`config.mk`:
```
export PLATFORM = sky130hd
export DESIGN_NAME = spram_fifo_ctrl_flat
export DESIGN_NICKNAME = d
export VERILOG_FILES = /design/src/rtl/spram_pkg.sv /design/src/rtl/spram_fifo_ctrl_if.sv /design/src/rtl/spram_fifo_ctrl_ptr_wrap.sv /design/src/rtl/spram_fifo_ctrl.sv /design/src/flat_wrapper.sv
export SDC_FILE = /design/constraint.sdc
export NUM_CORES = 1
export LEC_CHECK = 0
export CORE_UTILIZATION = 40
export CTS_CLUSTER_SIZE = 14
export DETAILED_ROUTE_END_ITERATION = 7
export GPL_ROUTABILITY_DRIVEN = 0
export PLACE_DENSITY = 0.84
export SLEW_MARGIN = 20
export SYNTH_ARGS = -nofsm -noshare
export SYNTH_HDL_FRONTEND = slang
export SYNTH_HIERARCHICAL = 1
export SYNTH_SLANG_ARGS = --single-unit
```
`constraint.sdc`:
```
create_clock -name clk -period 2.7 [get_ports clk]
set_input_delay 0.27 -clock clk [delete_from_list [all_inputs] [get_ports clk]]
set_output_delay 0.27 -clock clk [all_outputs]
set_load 0.005 [all_outputs]
```
`src/rtl/spram_pkg.sv`:
```
// spram_pkg: shared geometry for the FIFO controller, its single-port RAM and benches.
package spram_pkg;
    localparam int DW = 8;
    localparam int AW = 3;
    localparam int DEPTH = 2 ** AW;
endpackage

```
`src/rtl/spram_fifo_ctrl_if.sv`:
```
// spram_fifo_ctrl_if: producer/consumer streams plus the single-port RAM bus of the FIFO controller.
interface spram_fifo_ctrl_if #(
    parameter int DW = spram_pkg::DW,
    parameter int AW = spram_pkg::AW
);
    logic          in_valid;
    logic          in_ready;
    logic [DW-1:0] in_data;
    logic          out_valid;
    logic          out_ready;
    logic [DW-1:0] out_data;
    logic [AW-1:0] ram_addr;
    logic [DW-1:0] ram_din;
    logic [DW-1:0] ram_dout;
    logic          ram_we;
    modport slave (
        input  in_valid, in_data, out_ready, ram_dout,
        output in_ready, out_valid, out_data, ram_addr, ram_din, ram_we
    );
    modport master (
        output in_valid, in_data, out_ready, ram_dout,
        input  in_ready, out_valid, out_data, ram_addr, ram_din, ram_we
    );
endinterface

```
`src/rtl/spram_fifo_ctrl_ptr_wrap.sv`:
```
// ptr_wrap: AW-bit incrementing pointer that wraps naturally, with synchronous clear.
module ptr_wrap #(
    parameter int AW = spram_pkg::AW
) (
    input  logic          clk,
    input  logic          rst,
    input  logic          inc,
    output logic [AW-1:0] ptr
);
    always_ff @(posedge clk)
        if (rst) ptr <= '0;
        else if (inc) ptr <= ptr + 1'b1;
endmodule

```
`src/rtl/spram_fifo_ctrl.sv`:
```
// spram_fifo_ctrl: FIFO over one single-port RAM with a registered head word.
// Reads win the shared port; the writer takes every cycle without a read issue.
module spram_fifo_ctrl #(
    parameter int DW = spram_pkg::DW,
    parameter int AW = spram_pkg::AW
) (
    input  logic                   clk,
    input  logic                   rst,
    spram_fifo_ctrl_if.slave       bus,
    output logic [AW:0]            level,
    output logic                   full,
    output logic                   empty
);
    localparam int DEPTH = 2 ** AW;
    localparam logic [AW:0] DEPTH_W = (AW + 1)'(DEPTH);
    logic [AW-1:0] wr_ptr;
    logic [AW-1:0] rd_ptr;
    logic [AW:0]   mem_count;
    logic          rd_pend;
    logic          rd_issue;
    logic          wr_en;
    assign rd_issue = mem_count != '0 && !rd_pend && (!bus.out_valid || bus.out_ready);
    assign bus.in_ready = !rst && mem_count < DEPTH_W && !rd_issue;
    assign wr_en = bus.in_valid && bus.in_ready;
    assign bus.ram_we = wr_en;
    assign bus.ram_addr = rd_issue ? rd_ptr : wr_ptr;
    assign bus.ram_din = bus.in_data;
    assign level = mem_count + (AW + 1)'(rd_pend) + (AW + 1)'(bus.out_valid);
    assign full = mem_count == DEPTH_W;
    assign empty = level == '0;
    ptr_wrap #(.AW(AW)) u_wr_ptr (.clk(clk), .rst(rst), .inc(wr_en), .ptr(wr_ptr));
    ptr_wrap #(.AW(AW)) u_rd_ptr (.clk(clk), .rst(rst), .inc(rd_issue), .ptr(rd_ptr));
    // rd_pend marks the cycle RAM data arrives; reset drops it so no stale load follows.
    always_ff @(posedge clk)
        if (rst) begin
            mem_count     <= '0;
            rd_pend       <= 1'b0;
            bus.out_valid <= 1'b0;
            bus.out_data  <= '0;
        end else begin
            mem_count <= wr_en ? mem_count + 1'b1 : rd_issue ? mem_count - 1'b1 : mem_count;
            rd_pend   <= rd_issue;
            if (rd_pend) begin
                bus.out_valid <= 1'b1;
                bus.out_data  <= bus.ram_dout;
            end else if (bus.out_valid && bus.out_ready) begin
                bus.out_valid <= 1'b0;
            end
        end
endmodule

```
`src/flat_wrapper.sv`:
```
// flat-port wrapper written by rule: the top's interface ports become plain ports
module spram_fifo_ctrl_flat 
#(
    parameter int DW = spram_pkg::DW,
    parameter int AW = spram_pkg::AW
)
  (clk, rst, level, full, empty, bus_in_valid, bus_in_data, bus_out_ready, bus_ram_dout, bus_in_ready, bus_out_valid, bus_out_data, bus_ram_addr, bus_ram_din, bus_ram_we);
  spram_fifo_ctrl_if #(.DW(DW), .AW(AW)) bus_i ();
  input  logic clk;
  input  logic rst;
  output logic [AW:0] level;
  output logic full;
  output logic empty;
  input wire logic [$bits(bus_i.in_valid)-1:0] bus_in_valid;
  input wire logic [$bits(bus_i.in_data)-1:0] bus_in_data;
  input wire logic [$bits(bus_i.out_ready)-1:0] bus_out_ready;
  input wire logic [$bits(bus_i.ram_dout)-1:0] bus_ram_dout;
  output wire logic [$bits(bus_i.in_ready)-1:0] bus_in_ready;
  output wire logic [$bits(bus_i.out_valid)-1:0] bus_out_valid;
  output wire logic [$bits(bus_i.out_data)-1:0] bus_out_data;
  output wire logic [$bits(bus_i.ram_addr)-1:0] bus_ram_addr;
  output wire logic [$bits(bus_i.ram_din)-1:0] bus_ram_din;
  output wire logic [$bits(bus_i.ram_we)-1:0] bus_ram_we;
  assign bus_i.in_valid = bus_in_valid;
  assign bus_i.in_data = bus_in_data;
  assign bus_i.out_ready = bus_out_ready;
  assign bus_i.ram_dout = bus_ram_dout;
  assign bus_in_ready = bus_i.in_ready;
  assign bus_out_valid = bus_i.out_valid;
  assign bus_out_data = bus_i.out_data;
  assign bus_ram_addr = bus_i.ram_addr;
  assign bus_ram_din = bus_i.ram_din;
  assign bus_ram_we = bus_i.ram_we;
  spram_fifo_ctrl #(.DW(DW), .AW(AW)) u_core (.clk(clk), .rst(rst), .bus(bus_i), .level(level), .full(full), .empty(empty));
endmodule
```
==> results.json <==
{
  "drt-pass1-iter-count": 4,
  "grt_pass1_vias": 725,
  "grt_max_degree": 23,
  "grt-ovfl-total": 0,
  "tritoncts": "built",
  "wire_per_inst_um": 12.95,
  "required_ns": 2.91,
  "synth-seq-cells": 20,
  "fin_setup_tns_ns": 0,
  "fp.dieH_um": 54.59,
  "syn_area_um2": 1106,
  "dieArea_um2": 2980,
  "max-vdd-ir-drop_mv": 0.6174,
  "drtIter0Drc": 11,
  "ant_nets": 0,
  "clkTransAtPathRegs_ns": 0.11,
  "cts_root_buf": "clkbuf_4",
  "design_area_um2": 1455,
  "port_buffers": 31,
  "cts_buffers": 3,
  "nets": 165,
  "period_needed_ns": 2.453,
  "ys_async_sr_fraction": 0,
  "rsz0062_at_grt": "false",
  "diodes": 0,
  "yosysTopAreaCell": "dfxtp_1",
  "cts_hold_buffers": 0,
  "worstPathArrival_ns": 2.66,
  "area_delta_synth_final_pct": 31.56,
  "io_pins": 48,
  "vias_per_cell": 4.994,
  "worstMarginPinSlew_ns": 0.4226,
  "initial_core_util": 0.4346,
  "slew-limit-headroom": 0.7174,
  "layout.cells.most_common": "clkdlybuf4s50_1",
  "startpoint_type": "flip-flop",
  "outcome": "completed",
  "layout_common_cells": "30 x clkdlybuf4s50_1, 19 x dfxtp_1, 18 x nor2_1, 11 x mux2i_1",
  "antenna_found_initial": 0,
  "wl_mm": 2.163,
  "slew_violations": 0,
  "clkSinkCount": 20,
  "die_x_um": 54.59,
  "finalHoldViolations": 0,
  "nFillCells": 222,
  "track_usage": 0.1573,
  "multi_input_area_um2": 608.1,
  "seq_area_um2": 404.1,
  "synth_ff_type": "dfxtp_1",
  "synth_area_per_cell_um2": 10.15,
  "yosysSeqAreaShare": 0.3620,
  "drc": 0,
  "critPathKind": "flip-flop to flip-flop",
  "p_per_area_nw_per_um2": 1044,
  "drive_gt1_frac": 0.1533,
  "synth_nets": 136,
  "setup_viol": 0,
  "min_path_type": "flip-flop to flip-flop",
  "hold_ws_ns": 0.5117,
  "fin_crit_sh": 0.9085,
  "skew_ns": 0.002289,
  "rows": 18,
  "dpl.hpwl_mm": 1.686,
  "cts_buffer_depth": 2,
  "synth_area_leaders": "dfxtp_1 36%, mux2i_1 10%, nor2_1 6.1%, ha_1 5.7%, buf_4 5.4%",
  "synth_edf_count": 0,
  "core_area_um2": 2545,
  "fmax_ghz": 0.4077,
  "h-tree-depth": 1,
  "total_leakage_power_nw": 0.6037,
  "synth_warnings": 6,
  "netlist_instances": 109,
  "synth.distinct_cells": 32,
  "synth_top_area_frac": 0.3620,
  "maxCapViolations": 0,
  "crit_path_end_kind": "flip-flop",
  "grt_pass1_wl_mm": 3.305,
  "cp_max_fo": 6,
  "final_core_util": 0.5718,
  "dpl_cell_area_um2": 1406,
  "route.vias.total": 834,
  "clkLatencyLatePin_ns": 0.31
}
[synth_stat cells (all sizes together), types with 2 or more instances]
cell    instances
mux2i          11
ha              5
buf            11
a21oi           3
inv             5
xnor2           5
and2            2
mux2            3
nor2           18
fa              2
nor3            4
a21bo           2
nand3b          2
nor2b           2
dfxtp          20
nor4            3
or3b            2
[repair_timing]
action                                  CTS  global route
cloned                                    0             0
endpoints found under the setup margin    1             1
resized for setup                         1             3
setup buffers                             0             0
[path summary, 6_finish.rpt]
check / from / endpoint / slack [ns] / cells after the start
max: u_core/mem_count[0] / u_core/mem_count[3] / 0.25 / 9
min: u_core/bus.out_data[5] / u_core/bus.out_data[5] / 0.51 / 2
max reg2reg: u_core/mem_count[0] / u_core/mem_count[3] / 0.25 / 9
min reg2reg: u_core/bus.out_data[5] / u_core/bus.out_data[5] / 0.51 / 2
[per-stage QoR]
step | instances | worst slack, ns | total power, W
after floorplan | 109 | 0.4061 | 0.001011
after global placement | 163 | 0.1783 | 0.001306
after detailed placement | 163 | 0.07981 | 0.001343
after CTS | 167 | 0.01767 | 0.001524
after global routing | 167 | 0.09635 | 0.001646
final | 167 | 0.2471 | 0.001519
[metal layers]
| metal | wire (um) | GRT usage |
|---|---|---|
| met4 | 42 | 0.08547 |
| met5 | 0 | 0 |
| met1 | 936 | 0.2050 |
| met3 | 104 | 0.02500 |
| met2 | 1080 | 0.2450 |
[kinds of logic after synthesis]
kind of cell / share of synthesized area
buffers and inverters: 0.09389
DFF: 0.3620
muxes: 0.1403
and+or+nand+nor: 0.1844
xor gates and xnor gates: 0.04751
AOI/OAI and AO/OA: 0.07919
adders and majority gates: 0.09276
[registers in the layout, summed over array words and instances, names as in the netlist]
signal and flops:
u_core/u_wr_ptr/ptr 3, u_core/bus.out_data 8, u_core/u_rd_ptr/ptr 3, u_core/mem_count 4, u_core/rd_pend 1, u_core/bus.out_valid 1
[cell type report]
type	count	share of cell area
inverter	5	0.01290
multi-input combinational	72	0.4179
tap	30	0.02580
timing repair buffer	36	0.2408
clock buffer	4	0.02494
sequential	20	0.2777
[power breakdown]
group / internal, W / switching (W)
Sequential: 0.000379 / 0.0000783
Combinational: 0.000503 / 0.000382
Clock: 0.0000824 / 0.0000943
[worst max-delay path: stages, from the launching register on]
cell and delay, ns:
dfxtp_4 0.39, nor3_1 0.28, nor3_1 0.11, nor2b_1 0.21, nand2_1 0.15, ha_1 0.32
a21o_1 0.18, a21oi_1 0.21, or3b_1 0.38, o311a_1 0.13
No activity file was read; power rests on OpenSTA's default activity.
